File: src/rtl/gf180mcu_osu_sc_12t_tbus_rx.sv
// ---------------------------------------------------------------------------
// gf180mcu_osu_sc_12t_tbus_rx
//
// Receiving end of the shared single-wire tristate bus. The bus is sampled
// only on cycles where some driver holds its enable high (BUS_EN). Frames
// arrive MSB first and are collected into WIDTH-bit words. Each word is
// handed to the consumer through a one-entry valid/ready slot.
//
// Every frame must be followed by one idle turnaround cycle before the next
// frame starts. Short frames, long frames and a missing turnaround raise the
// sticky framing flag. A word that arrives while the slot is still full is
// dropped and raises the sticky overrun flag.
//
// Optional feature (compile-time macro TBUS_RX_PARITY_EN):
//   defined   - each frame carries WIDTH data bits followed by one even-parity
//               bit. A frame with bad parity sets PERR and is not delivered.
//   undefined - frames are exactly WIDTH bits and PERR is tied to 0.
//
// Ports:
//   CLK      in   clock, all state changes on the rising edge
//   RN       in   synchronous active-low reset
//   BUS      in   resolved bus wire, meaningful only while BUS_EN=1
//   BUS_EN   in   OR of all driver enables
//   DOUT     out  received word, held stable while DVALID=1
//   DVALID   out  output slot holds a word
//   DREADY   in   consumer accepts the word when DVALID&DREADY at an edge
//   BUS_Q    out  bus keeper, last bit sampled with BUS_EN=1
//   BUSY     out  receiver is inside a frame or its turnaround
//   FERR     out  sticky framing error
//   OVR      out  sticky overrun
//   PERR     out  sticky parity error
//   ERR_CLR  in   clears FERR, OVR and PERR (a same-cycle set still wins)
// ---------------------------------------------------------------------------
module gf180mcu_osu_sc_12t_tbus_rx #(
   parameter int WIDTH = 8
) (
   input  logic             CLK,
   input  logic             RN,
   input  logic             BUS,
   input  logic             BUS_EN,
   output logic [WIDTH-1:0] DOUT,
   output logic             DVALID,
   input  logic             DREADY,
   output logic             BUS_Q,
   output logic             BUSY,
   output logic             FERR,
   output logic             OVR,
   output logic             PERR,
   input  logic             ERR_CLR
);

`ifdef TBUS_RX_PARITY_EN
   localparam int FLEN = WIDTH + 1;
`else
   localparam int FLEN = WIDTH;
`endif
   // The shift register only ever holds the bits before the last one; the
   // last bit is taken straight from BUS on the completion edge.
   localparam int SREG_W = FLEN - 1;
   localparam logic [5:0] LAST_CNT = 6'(FLEN - 1);

   localparam logic [1:0] ST_IDLE  = 2'd0;
   localparam logic [1:0] ST_SHIFT = 2'd1;
   localparam logic [1:0] ST_TURN  = 2'd2;

   logic [1:0]        state_q, state_d;
   logic [5:0]        cnt_q, cnt_d;
   logic [SREG_W-1:0] shift_q, shift_d;
   logic              long_q, long_d;
   logic              bus_q_q, bus_q_d;
   logic [WIDTH-1:0]  dout_q, dout_d;
   logic              dvalid_q, dvalid_d;
   logic              ferr_q, ferr_d;
   logic              ovr_q, ovr_d;

   logic              frame_done;
   logic              ferr_set;
   logic              ovr_set;
   logic              load_ok;
   logic [WIDTH-1:0]  rx_word;

   // Frame sequencer. long_q remembers that the current turnaround has
   // already been violated so FERR is only raised on the first bad cycle.
   always_comb begin
      state_d    = state_q;
      cnt_d      = cnt_q;
      shift_d    = shift_q;
      long_d     = 1'b0;
      frame_done = 1'b0;
      ferr_set   = 1'b0;
      bus_q_d    = BUS_EN ? BUS : bus_q_q;
      case (state_q)
         ST_IDLE: begin
            if (BUS_EN) begin
               shift_d = SREG_W'(BUS);
               cnt_d   = 6'd1;
               state_d = ST_SHIFT;
            end
         end
         ST_SHIFT: begin
            if (BUS_EN) begin
               if (cnt_q == LAST_CNT) begin
                  frame_done = 1'b1;
                  cnt_d      = 6'd0;
                  state_d    = ST_TURN;
               end else begin
                  shift_d = (shift_q << 1) | SREG_W'(BUS);
                  cnt_d   = cnt_q + 6'd1;
               end
            end else begin
               // Driver let go early: throw the partial word away.
               ferr_set = 1'b1;
               shift_d  = '0;
               cnt_d    = 6'd0;
               state_d  = ST_IDLE;
            end
         end
         ST_TURN: begin
            if (BUS_EN) begin
               long_d   = 1'b1;
               ferr_set = ~long_q;
            end else begin
               state_d = ST_IDLE;
            end
         end
         default: begin
            state_d = ST_IDLE;
         end
      endcase
   end

`ifdef TBUS_RX_PARITY_EN
   logic perr_q, perr_d;
   logic par_ok;

   // Data sits in the shift register, BUS carries the parity bit.
   always_comb begin
      rx_word = shift_q;
      par_ok  = ~(^{shift_q, BUS});
      load_ok = frame_done & par_ok;
      perr_d  = (perr_q & ~ERR_CLR) | (frame_done & ~par_ok);
   end

   always_ff @(posedge CLK) begin
      if (!RN) begin
         perr_q <= 1'b0;
      end else begin
         perr_q <= perr_d;
      end
   end

   assign PERR = perr_q;
`else
   always_comb begin
      rx_word = {shift_q, BUS};
      load_ok = frame_done;
   end

   assign PERR = 1'b0;
`endif

   // Output slot. A load may coincide with an accept, in which case the slot
   // stays full with the new word; a load into a full, stalled slot is lost.
   always_comb begin
      dout_d   = dout_q;
      dvalid_d = dvalid_q;
      ovr_set  = 1'b0;
      if (load_ok) begin
         if (!dvalid_q || DREADY) begin
            dout_d   = rx_word;
            dvalid_d = 1'b1;
         end else begin
            ovr_set = 1'b1;
         end
      end else if (dvalid_q && DREADY) begin
         dvalid_d = 1'b0;
      end
      ferr_d = (ferr_q & ~ERR_CLR) | ferr_set;
      ovr_d  = (ovr_q & ~ERR_CLR) | ovr_set;
   end

   // State register; reset overrides everything including a frame in flight.
   always_ff @(posedge CLK) begin
      if (!RN) begin
         state_q  <= ST_IDLE;
         cnt_q    <= 6'd0;
         shift_q  <= '0;
         long_q   <= 1'b0;
         bus_q_q  <= 1'b0;
         dout_q   <= '0;
         dvalid_q <= 1'b0;
         ferr_q   <= 1'b0;
         ovr_q    <= 1'b0;
      end else begin
         state_q  <= state_d;
         cnt_q    <= cnt_d;
         shift_q  <= shift_d;
         long_q   <= long_d;
         bus_q_q  <= bus_q_d;
         dout_q   <= dout_d;
         dvalid_q <= dvalid_d;
         ferr_q   <= ferr_d;
         ovr_q    <= ovr_d;
      end
   end

   assign DOUT   = dout_q;
   assign DVALID = dvalid_q;
   assign BUS_Q  = bus_q_q;
   assign BUSY   = (state_q != ST_IDLE);
   assign FERR   = ferr_q;
   assign OVR    = ovr_q;

endmodule
File: config.mk
export PLATFORM = sky130hd
export DESIGN_NAME = gf180mcu_osu_sc_12t_tbus_rx
export DESIGN_NICKNAME = d
export VERILOG_FILES = /design/src/rtl/gf180mcu_osu_sc_12t_tbus_rx.sv
export SDC_FILE = /design/constraint.sdc
export NUM_CORES = 1
export LEC_CHECK = 0
export BUFFER_PORTS_ARGS = -buffer_cell sky130_fd_sc_hd__buf_2
export CAP_MARGIN = 40
export CORE_MARGIN = 2
export CORE_UTILIZATION = 50
export CTS_CLUSTER_SIZE = 30
export DETAILED_ROUTE_END_ITERATION = 7
export HOLD_SLACK_MARGIN = 0.1
export PLACE_DENSITY = 0.68
export SLEW_MARGIN = 10
export SYNTH_ARGS = -nofsm -noshare
export SYNTH_HDL_FRONTEND = slang
export SYNTH_SLANG_ARGS = --single-unit
File: constraint.sdc
create_clock -name CLK -period 3.3 [get_ports CLK]
set_input_delay 0.165 -clock CLK [delete_from_list [all_inputs] [get_ports CLK]]
set_output_delay 0.165 -clock CLK [all_outputs]
set_load 0.005 [all_outputs]
==> results_dict.tcl, run 1 <==
set metrics [dict create \
    status "complete, no violations" \
    path_class "register to register" \
    dpl.hpwl_um 1605 \
    max_slew.worst_pin.slew_ns 0.5688 \
    root_buffer "clkbuf_4" \
    syn_area_um2 1227 \
    drive_gt1_frac 0.1824 \
    endpoint_kind "register" \
    clock-sinks 28 \
    syn2layout_area_growth_pct 12.23 \
    die_w_um 53.55 \
    syn_avg_cell_area_um2 9.299 \
    whs_path_depth 4 \
    hold_buffers 1 \
    cts_buffers 3 \
    finalHoldViolations 0 \
    ys_warn_count 0 \
    min_path_type "primary input to register" \
    critPathSlowestCell "or4b_4" \
    clock_skew_ns 0.01019 \
    cts_tree "done" \
    clkTransAtPathRegs_ns 0.14 \
    ys_types 31 \
    postCtsResizedCells 0 \
    layout.nets 160 \
    syn_inst 132 \
    crit_fanout 8 \
    slew_violations 0 \
    max_slew_margin 0.6100 \
    die_h_um 53.55 \
    initial_core_util 0.5393 \
    wire_per_inst_um 12.93 \
    r2r_slack_ns 1.27 \
    clockBufferDepth 2 \
    overflow 0 \
    r2r-end "DOUT[1]" \
    worstPathRequired_ns 3.56 \
    finalNonFillerCells 176 \
    syn_nets 143 \
    yosysSeqAreaShare 0.4567 \
    post_cts.repair.setup_buffers 0 \
    ff_latch_area_um2 560.5 \
    max_clock_freq_ghz 0.4938 \
    drt_iter0_markers 10 \
    track_usage 0.1889 \
    vdd_drop_max_uv 533.8 \
    io_buffers 18 \
    routed_wl_um 2276 \
    power_density_nw_per_um2 481.4 \
    reg2reg_depth 4 \
    setup_viol 0 \
    rsz0062_at_grt "no" \
    r2r_start "cnt_q[0]" \
    firstDrtPassIters 5 \
    crit_arrival_ns 2.29 \
    via_per_inst 5.460 \
    antenna_left 0 \
    diodes 0 \
    antenna_found_initial 0 \
    htree_num_levels 1 \
    grt_pass1_vias 906 \
    start_kind "register" \
    critPathMaxStageDelay_ns 0.54 \
    dp_cells 171 \
    fin_tns_setup_ns 0 \
    drv_cap 0 \
    final.fill_count 214 \
    drc_errors 0 \
    ys_seq_elements 28 \
    leakage_nw 0.5584 \
    fin_crit_sh 0.6137 \
    min_from "ERR_CLR" \
    power_uw 663.1 \
    fin_crit_ns 2.025 \
    place_congestion 0.7887 \
    multi_input_area_um2 614.3 \
    min_to "FERR" \
    rows 17 \
    core_um2 2276 \
    grt_max_degree 34 \
    path_cells "ha_1 > or4b_4 > nor3_4 > mux2i_1" \
    ios 20 \
    grt_pass1_wl_um 3933 \
    dieArea_um2 2867 \
    clk-insertion-delay-late_ns 0.33 \
    vias 961 \
]
-- synthesized netlist by cell type --
cell type  count  area, µm²
buf_6          1      11.26
nor4_1         1      6.260
inv_1          4      15.01
or4b_4         1      13.76
mux2i_1       12      120.1
clkbuf_1       5      18.77
o21ai_0        6      30.03
a21oi_1        4      20.02
nor2_1         5      18.77
ha_1           5      62.56
nand3_1        3      15.01
o311a_1        1      10.01
nand2b_1       2      12.51
o211ai_1       2      15.01
and2_1         1      6.260
and3_1         2      12.51
o221a_2        1      11.26
buf_4          1      7.510
a31o_2         1      8.760
a31oi_1        3      18.77
nor2b_1        7      43.79
a22oi_1        1      7.510
dfxtp_1       28      560.5
nand2_1       22      82.58
o22ai_1        6      37.54
nor3b_1        1      7.510
o21ba_2        1      10.01
nor3_4         1      16.27
o21a_1         2      15.01
conb_1         1      3.750
o41ai_1        1      8.760
-- registers in the layout, indices dropped and copies added (netlist names) --
name and flops:
long_q 1, state_q 2, OVR 1, FERR 1, cnt_q 6, DVALID 1
DOUT 8, BUS_Q 1, shift_q 7
-- layer usage --
metal  part of all wire  vias up  GRT usage
met5                  0        -          0
met4             0.0062        0    0.05128
met3              0.035        2    0.05278
met2               0.47       13     0.3189
met1               0.49      450     0.2357
li1                   -      496          -
-- per-stage QoR --
stage,instance area (µm²),hold slack (ns),setup WS (ns),util
5_1_grt,1378,0.1565,1.105,0.6053
4_1_cts,1378,0.1483,1.255,0.6053
6_report,1378,0.1542,1.275,0.6053
2_1_floorplan,1227,0.3071,1.462,-
3_5_place_dp,1315,0.4478,1.284,0.5778
3_3_place_gp,1315,0.4396,1.403,0.5778
-- cell families (layout without fill, tap and decap cells) --
logic type | after synthesis | count (layout) | synth area share
adder cells (fa/ha/maj) | 5 | 5 | 0.05097
multiplexers | 12 | 12 | 0.09786
flip-flops | 28 | 28 | 0.4567
AND/OR/NAND/NOR | 46 | 46 | 0.1916
buffers and inverters | 11 | 27 | 0.04281
other | 1 | 1 | 0.003055
AO/OA/AOI/OAI | 29 | 29 | 0.1570
-- how the worst max path moves through the flow --
stage	startpoint	to	slack, ns	cells past startpoint
4_1_cts	cnt_q[0]	DOUT[1]	1.26	4
6_report	cnt_q[0]	DOUT[1]	1.27	4
3_5_place_dp	cnt_q[0]	DOUT[3]	1.28	4
3_3_place_gp	cnt_q[0]	DOUT[1]	1.40	4
2_1_floorplan	cnt_q[0]	DOUT[0]	1.46	5
5_1_grt	cnt_q[0]	DOUT[1]	1.11	4
-- where the power goes --
group          internal (mW)  switching, mW  total, mW
registers              0.346        0.00612      0.353
logic                 0.0321         0.0568     0.0889
clock network          0.123         0.0988      0.222
-- critical path: cells and delay by family, from the launching register on --
family        cells  cell delay (ns)
fa+ha+maj         1             0.24
flops             1             0.44
mux               1             0.24
simple gates      2             1.03
-- area by class of cell --
class                      instances  area share
inverter                           4     0.01090
tap                               28     0.02543
clock inverter                     1     0.02180
timing repair buffer              19     0.07266
clock buffer                       3     0.01635
sequential                        28      0.4069
multi-input combinational         93      0.4460
-- placed cells by master, fill, tap and decap left out, types with 2 or more instances in the layout --
cell type | Yosys | final
nand2_1 | 22 | 22
a31oi_1 | 3 | 3
o211ai_1 | 2 | 2
o21a_1 | 2 | 2
o21ai_0 | 6 | 6
and3_1 | 2 | 2
mux2i_1 | 12 | 12
nor2b_1 | 7 | 7
nor2_1 | 5 | 5
buf_2 | 0 | 18
nand3_1 | 3 | 3
nand2b_1 | 2 | 2
clkbuf_4 | 0 | 3
o22ai_1 | 6 | 6
a21oi_1 | 4 | 4
dfxtp_1 | 28 | 28
inv_1 | 4 | 4
ha_1 | 5 | 5
Power figures use the tool's default switching activity.
==> run 2: changes to the inputs <==
ABC_AREA = 1   (was unset)
clock period = 2 ns   (was 3.3 ns; I/O delays follow)
==> run 2 against run 1 <==
Compared with the run above:
- register-to-register slack got worse by 0.80 ns
- routed wire length increased by 11%
- cell count increased by 23%
- global-route usage increased by 2.3 points
- die area decreased by 0.65%
- clock skew decreased by 0.0038 ns
- synthesized cell count increased by 23%
- via count increased by 17%
- count of clock-buffer cells in the layout unchanged
- setup slack got worse by 0.80 ns
- non-clock buffer count increased by 5
- combinational power increased by 24%
- critical path type unchanged
- largest cell class unchanged
- largest power group unchanged
==> results_dict.tcl, run 2 <==
set metrics [dict create \
    status "complete, no violations" \
    min_from "DOUT[4]" \
    whs_path_depth 2 \
    p_int_uw 810.1 \
    fin_crit_ns 1.525 \
    min_to "DOUT[4]" \
    synth_edf_count 0 \
    fin_ws_ns 0.4753 \
    clkTransAtPathRegs_ns 0.15 \
    power_density_nw_per_um2 732.6 \
    min_path_type "register to register" \
    hold_ws_ns 0.4705 \
    r2r_slack_ns 0.48 \
    rows 17 \
    ios 20 \
    use_met1 0.2716 \
    grt_pass1_wl_um 4485 \
    ys_seq_elements 28 \
    pre_cts_slack_ns 0.4906 \
    io_buffers 18 \
    core_um2 2255 \
    mostFrequentLayoutCells "nand2_1, dfxtp_1, a21oi_1" \
    max_slew.worst_pin.slew_ns 0.7253 \
    grt_pass1_vias 1078 \
    clock-sinks 28 \
    drv_cap 0 \
    synth_top_area_cell "dfxtp_1" \
    p_seq_frac 0.546 \
    ys_async_sr_fraction 0 \
    clockPowerShare 0.350 \
    dpl.hpwl_um 1779 \
    grt.busiest_layer "met2" \
    max_slew_margin 0.5160 \
    fin_tns_setup_ns 0 \
    setup_viol 0 \
    root_buffer "clkbuf_4" \
    vdd_drop_max_uv 464.0 \
    reg2reg_depth 7 \
    largest_register_ffs 8 \
    antenna_found_initial 0 \
    combPwrFrac 0.104 \
    swShare 0.2328 \
    rsz0062_at_grt "no" \
    antenna_left 0 \
    place_area_um2 1329 \
    fin_crit_sh 0.7623 \
    track_usage 0.2119 \
    syn2layout_area_growth_pct 18.27 \
    max_clock_freq_ghz 0.6559 \
    ys_top_cells_by_area "dfxtp_1, nand2_1, a21oi_1, nand3_1, ha_1" \
    layout.nets 200 \
    grt_max_degree 25 \
    netlist.area_leader.share 0.4600 \
    slew_violations 0 \
    fin_util 0.6393 \
    place_congestion 0.7759 \
    crit_fanout 8 \
    firstDrtPassIters 4 \
    path_class "register to register" \
    synth_most_common_cell "nand2_1" \
    ys_warn_count 0 \
    grt_util_met2 0.3642 \
    r2r_start "state_q[1]" \
    wire_per_inst_um 11.75 \
    synthFlopType "dfxtp_1" \
    overflow 0 \
    drt_iter0_markers 23 \
    switchingPower_uw 245.9 \
    clockBufferDepth 2 \
    drc_errors 0 \
    diodes 0 \
    worstPathRequired_ns 2.20 \
    fin_area_um2 1441 \
    globalRouteMet3Util 0.02542 \
    syn_inst 163 \
    endpoint_kind "register" \
    synthTopCellsByCount "nand2_1, dfxtp_1, a21oi_1, nand3_1" \
    clk-insertion-delay-late_ns 0.33 \
    drive_gt1_frac 0.1649 \
    crit_arrival_ns 1.72 \
    yosysSeqAreaShare 0.4600 \
    start_kind "register" \
    clock_skew_ns 0.006342 \
    die_h_um 53.37 \
    postCtsResizedCells 0 \
    mostFrequentLayoutCell "nand2_1" \
    cts_buffers 3 \
    syn_area_um2 1219 \
    leakage_nw 0.6050 \
    syn_nets 174 \
    via_per_inst 5.213 \
    die_w_um 53.37 \
    initial_core_util 0.5405 \
    htree_num_levels 1 \
    routed_wl_um 2537 \
    syn_avg_cell_area_um2 7.476 \
    r2r-end "DOUT[5]" \
    dieArea_um2 2848 \
    finalHoldViolations 0 \
    vias 1126 \
    ys_types 21 \
    cts_tree "done" \
]
-- run 2: cell count changes in the layout (fill, tap and decap cells not counted), sizes merged, moves of 3 or more --
cell / previous run / this run
nor2: 5 / 14
a31oi: 3 / 0
nand2: 22 / 50
nor2b: 7 / 0
o22ai: 6 / 0
dlygate4sd3: 1 / 6
inv: 4 / 12
nand3: 3 / 14
mux2i: 12 / 0
a21oi: 4 / 25
-- run 2: worst max-delay path by stage --
| stage | start | endpoint | slack, ns | cells past startpoint |
|---|---|---|---|---|
| finish | state_q[1] | DOUT[5] | 0.48 | 7 |
| global route | state_q[1] | DOUT[5] | 0.32 | 7 |
| CTS | state_q[1] | DOUT[5] | 0.47 | 7 |
| detailed placement | state_q[1] | DOUT[5] | 0.49 | 7 |
| global placement | state_q[1] | DOUT[4] | 0.55 | 7 |
| floorplan | state_q[1] | DOUT[2] | 0.73 | 7 |
-- run 2: what timing repair did --
| action | in CTS | in global routing |
|---|---|---|
| hold endpoints to repair | 8 | 0 |
| buffers inserted | 0 | 0 |
| hold buffers | 6 | 0 |
-- run 2: through the flow --
step / power (mW) / std cells
2_1_floorplan: 0.6583 / 163
3_3_place_gp: 0.6849 / 206
3_5_place_dp: 0.6871 / 206
4_1_cts: 1.058 / 216
5_1_grt: 1.100 / 216
6_report: 1.056 / 216
-- run 2: critical path, stage by stage, from the launching register on --
cell and delay, ns:
dfxtp_1 0.35, inv_1 0.09, ha_1 0.22, nand2_2 0.07, clkinv_2 0.10, nand4_1 0.31, nand2_1 0.15, a21oi_1 0.08
-- run 2: area by class of cell --
| cell class | count | area [µm²] |
|---|---|---|
| clock buffers | 3 | 22.52 |
| inverters | 14 | 55.05 |
| repair buffers | 24 | 150.1 |
| well taps | 28 | 35.03 |
| fillers | 221 | 813.3 |
| flip-flops and latches | 28 | 560.5 |
| clock inverters | 1 | 30.03 |
| multi-input cells | 118 | 588.1 |
-- run 2: cells by family after synthesis --
group	share of synthesized area
AO/OA/AOI/OAI	0.1355
adder cells (fa/ha/maj)	0.05133
buffers and inverters	0.05749
flip-flops	0.4600
other	0.003077
AND/OR/NAND/NOR	0.2926
-- run 2: power groups by stage --
stage               Clock [mW]  Sequential [mW]  Combinational, mW
finish                   0.370            0.576              0.110
CTS                      0.372            0.576              0.110
global placement             0            0.587             0.0976
detailed placement           0            0.588             0.0994
global route             0.397            0.578              0.125
floorplan                    0            0.586             0.0722
-- run 2: metal layers --
layer / up-vias / part of all wire
met3: 4 / 0.043
met5: - / 0
li1: 579 / -
met1: 516 / 0.46
met2: 27 / 0.49
met4: 0 / 0.010
==> run 3: changes to the inputs <==
CORE_UTILIZATION = 49   (was 50)
PLACE_DENSITY = 0.7   (was 0.68)
clock period = 1.25 ns   (was 2 ns; I/O delays follow)
==> run 3 against run 2 <==
Compared with the run above:
- the run now ends with negative setup slack left
- clock skew shrank 0.0014 ns
- register-to-register slack lost 0.53 ns
- count of clock-buffer cells in the layout stayed put
- setup slack got worse by 0.53 ns
- sequential share of layout area shrank 5.9 points
- total power up 73%
- critical path type unchanged
- cell area increased by 20%
- highest routed layer unchanged
- largest power group unchanged
- cell count increased by 7.9%
==> results_dict.tcl, run 3 (synthesis gave the netlist of run 2 again) <==
set metrics [dict create \
    status "finished, violations left" \
    violations "negative setup slack" \
    drv_cap 0 \
    clk-insertion-delay-late_ns 0.34 \
    firstDrtPassIters 4 \
    fin_ws_ns -0.05840 \
    vdd_drop_max_uv 834.4 \
    cts_buffers 3 \
    dpl.hpwl_um 1852 \
    fin_crit_ns 1.308 \
    path_class "register to register" \
    dieArea_um2 2902 \
    power_density_nw_per_um2 1059 \
    highest_layer "met4" \
    clkTransAtPathRegs_ns 0.16 \
    io_buffers 18 \
    p_int_mw 1.366 \
    layout.nets 215 \
    start_kind "register" \
    grt_max_degree 25 \
    grt_pass1_vias 1063 \
    antenna_left 0 \
    ios 20 \
    track_usage 0.2147 \
    root_buffer "clkbuf_4" \
    syn2layout_area_growth_pct 41.48 \
    die_h_um 53.87 \
    grt_pass1_wl_um 4560 \
    route.met3.wl_um 133 \
    via_per_inst 5.262 \
    path_cells "ha_4 > nand2_4 > nor2_4 > nand2_2 > nand2_2 > buf_6 > nand2_4 > nand2_2 > a21oi_2" \
    clock_skew_ns 0.004928 \
    mostFrequentLayoutCell "nand2_1" \
    fin_crit_sh 1.047 \
    clock-sinks 28 \
    diodes 0 \
    combPwrFrac 0.161 \
    mostFrequentLayoutCells "nand2_1, dfxtp_1, a21oi_1" \
    power_mw 1.827 \
    crit_arrival_ns 1.55 \
    core_um2 2410 \
    r2r_slack_ns -0.06 \
    wirelength_met1_um 1291 \
    min_from "BUS_EN" \
    max_clock_freq_ghz 0.7643 \
    place_congestion 0.7776 \
    slew_violations 0 \
    die_w_um 53.87 \
    whs_path_depth 4 \
    met2_length_um 1459 \
    p_seq_frac 0.509 \
    clockBufferDepth 2 \
    min_path_type "primary input to register" \
    fin_tns_setup_ns -0.3354 \
    initial_core_util 0.5057 \
    htree_num_levels 1 \
    switchingPower_uw 460.3 \
    drt_iter0_markers 24 \
    cp_common_cell "nand2_2" \
    reg2reg_depth 9 \
    wire_per_inst_um 12.68 \
    worstPathRequired_ns 1.49 \
    clockPowerShare 0.330 \
    swShare 0.2520 \
    routed_wl_um 2955 \
    overflow 0 \
    critPathSlowestCell "dfxtp_2" \
    finalHoldViolations 0 \
    setup_viol 18 \
    rows 18 \
    r2r-end "state_q[0]" \
    critPathMaxStageDelay_ns 0.38 \
    r2r_start "cnt_q[0]" \
    endpoint_kind "register" \
    min_to "state_q[1]" \
    drc_errors 0 \
    vias 1226 \
    cts_tree "done" \
    drive_gt1_frac 0.3842 \
    leakage_nw 0.7113 \
    antenna_found_initial 0 \
    rsz0062_at_grt "yes" \
    crit_fanout 3 \
    largest_register_ffs 8 \
]
==> run 3: cell type report <==
type	instances	area, µm²
clock buffers	3	22.52
clock inverters	1	30.03
fillers	208	685.7
multi-input cells	118	713.2
inverters	14	72.57
flip-flops and latches	28	568.0
well taps	30	37.54
repair buffers	39	280.3
==> run 3: repair_timing <==
item	4_1_cts	5_1_grt
endpoints found under the hold margin	9	1
hold buffers	5	1
cloned	0	0
pin swaps	18	4
gates resized for setup	22	18
setup endpoints to repair	24	26
setup buffers	2	2
==> run 3: per-stage QoR <==
step | area (µm²) | utilization | setup slack (ns) | std cells | hold WS (ns)
floorplan | 1255 | - | 0.01892 | 163 | 0.1908
global placement | 1450 | 0.6018 | -0.03002 | 219 | 0.3311
detailed placement | 1450 | 0.6018 | -0.06751 | 219 | 0.3346
CTS | 1649 | 0.6843 | -0.01474 | 230 | 0.03343
global route | 1724 | 0.7155 | -0.1208 | 233 | 0.2099
finish | 1724 | 0.7155 | -0.05840 | 233 | 0.1896
==> run 3: worst max-delay path by stage <==
stage                from          to  slack [ns]  cells past startpoint
2_1_floorplan  state_q[1]     DOUT[2]        0.02                      7
3_3_place_gp   state_q[1]  shift_q[2]       -0.03                      8
3_5_place_dp   state_q[1]  shift_q[3]       -0.07                      8
4_1_cts          cnt_q[0]  state_q[1]       -0.01                      9
5_1_grt          cnt_q[0]  state_q[1]       -0.12                      9
6_report         cnt_q[0]  state_q[0]       -0.06                      9
==> run 3: critical path: cells and delay by family, from the launching register on <==
family	cells	cell delay, ns
and+or+nand+nor	6	0.51
adders and majority gates	1	0.15
DFF	1	0.38
buffers and inverters	1	0.12
AOI/OAI and AO/OA	1	0.05
==> run 3: power by group through the flow <==
stage | logic, mW | clock network (mW) | registers (mW)
6_report | 0.294 | 0.604 | 0.929
5_1_grt | 0.318 | 0.639 | 0.932
4_1_cts | 0.253 | 0.606 | 0.927
3_5_place_dp | 0.199 | 0 | 0.942
3_3_place_gp | 0.194 | 0 | 0.942
2_1_floorplan | 0.125 | 0 | 0.942
==> run 3: routing by layer <==
metal	up-vias	GRT usage
li1	611	-
met1	571	0.2793
met2	35	0.3455
met3	9	0.03889
met4	0	0.09402
met5	-	0
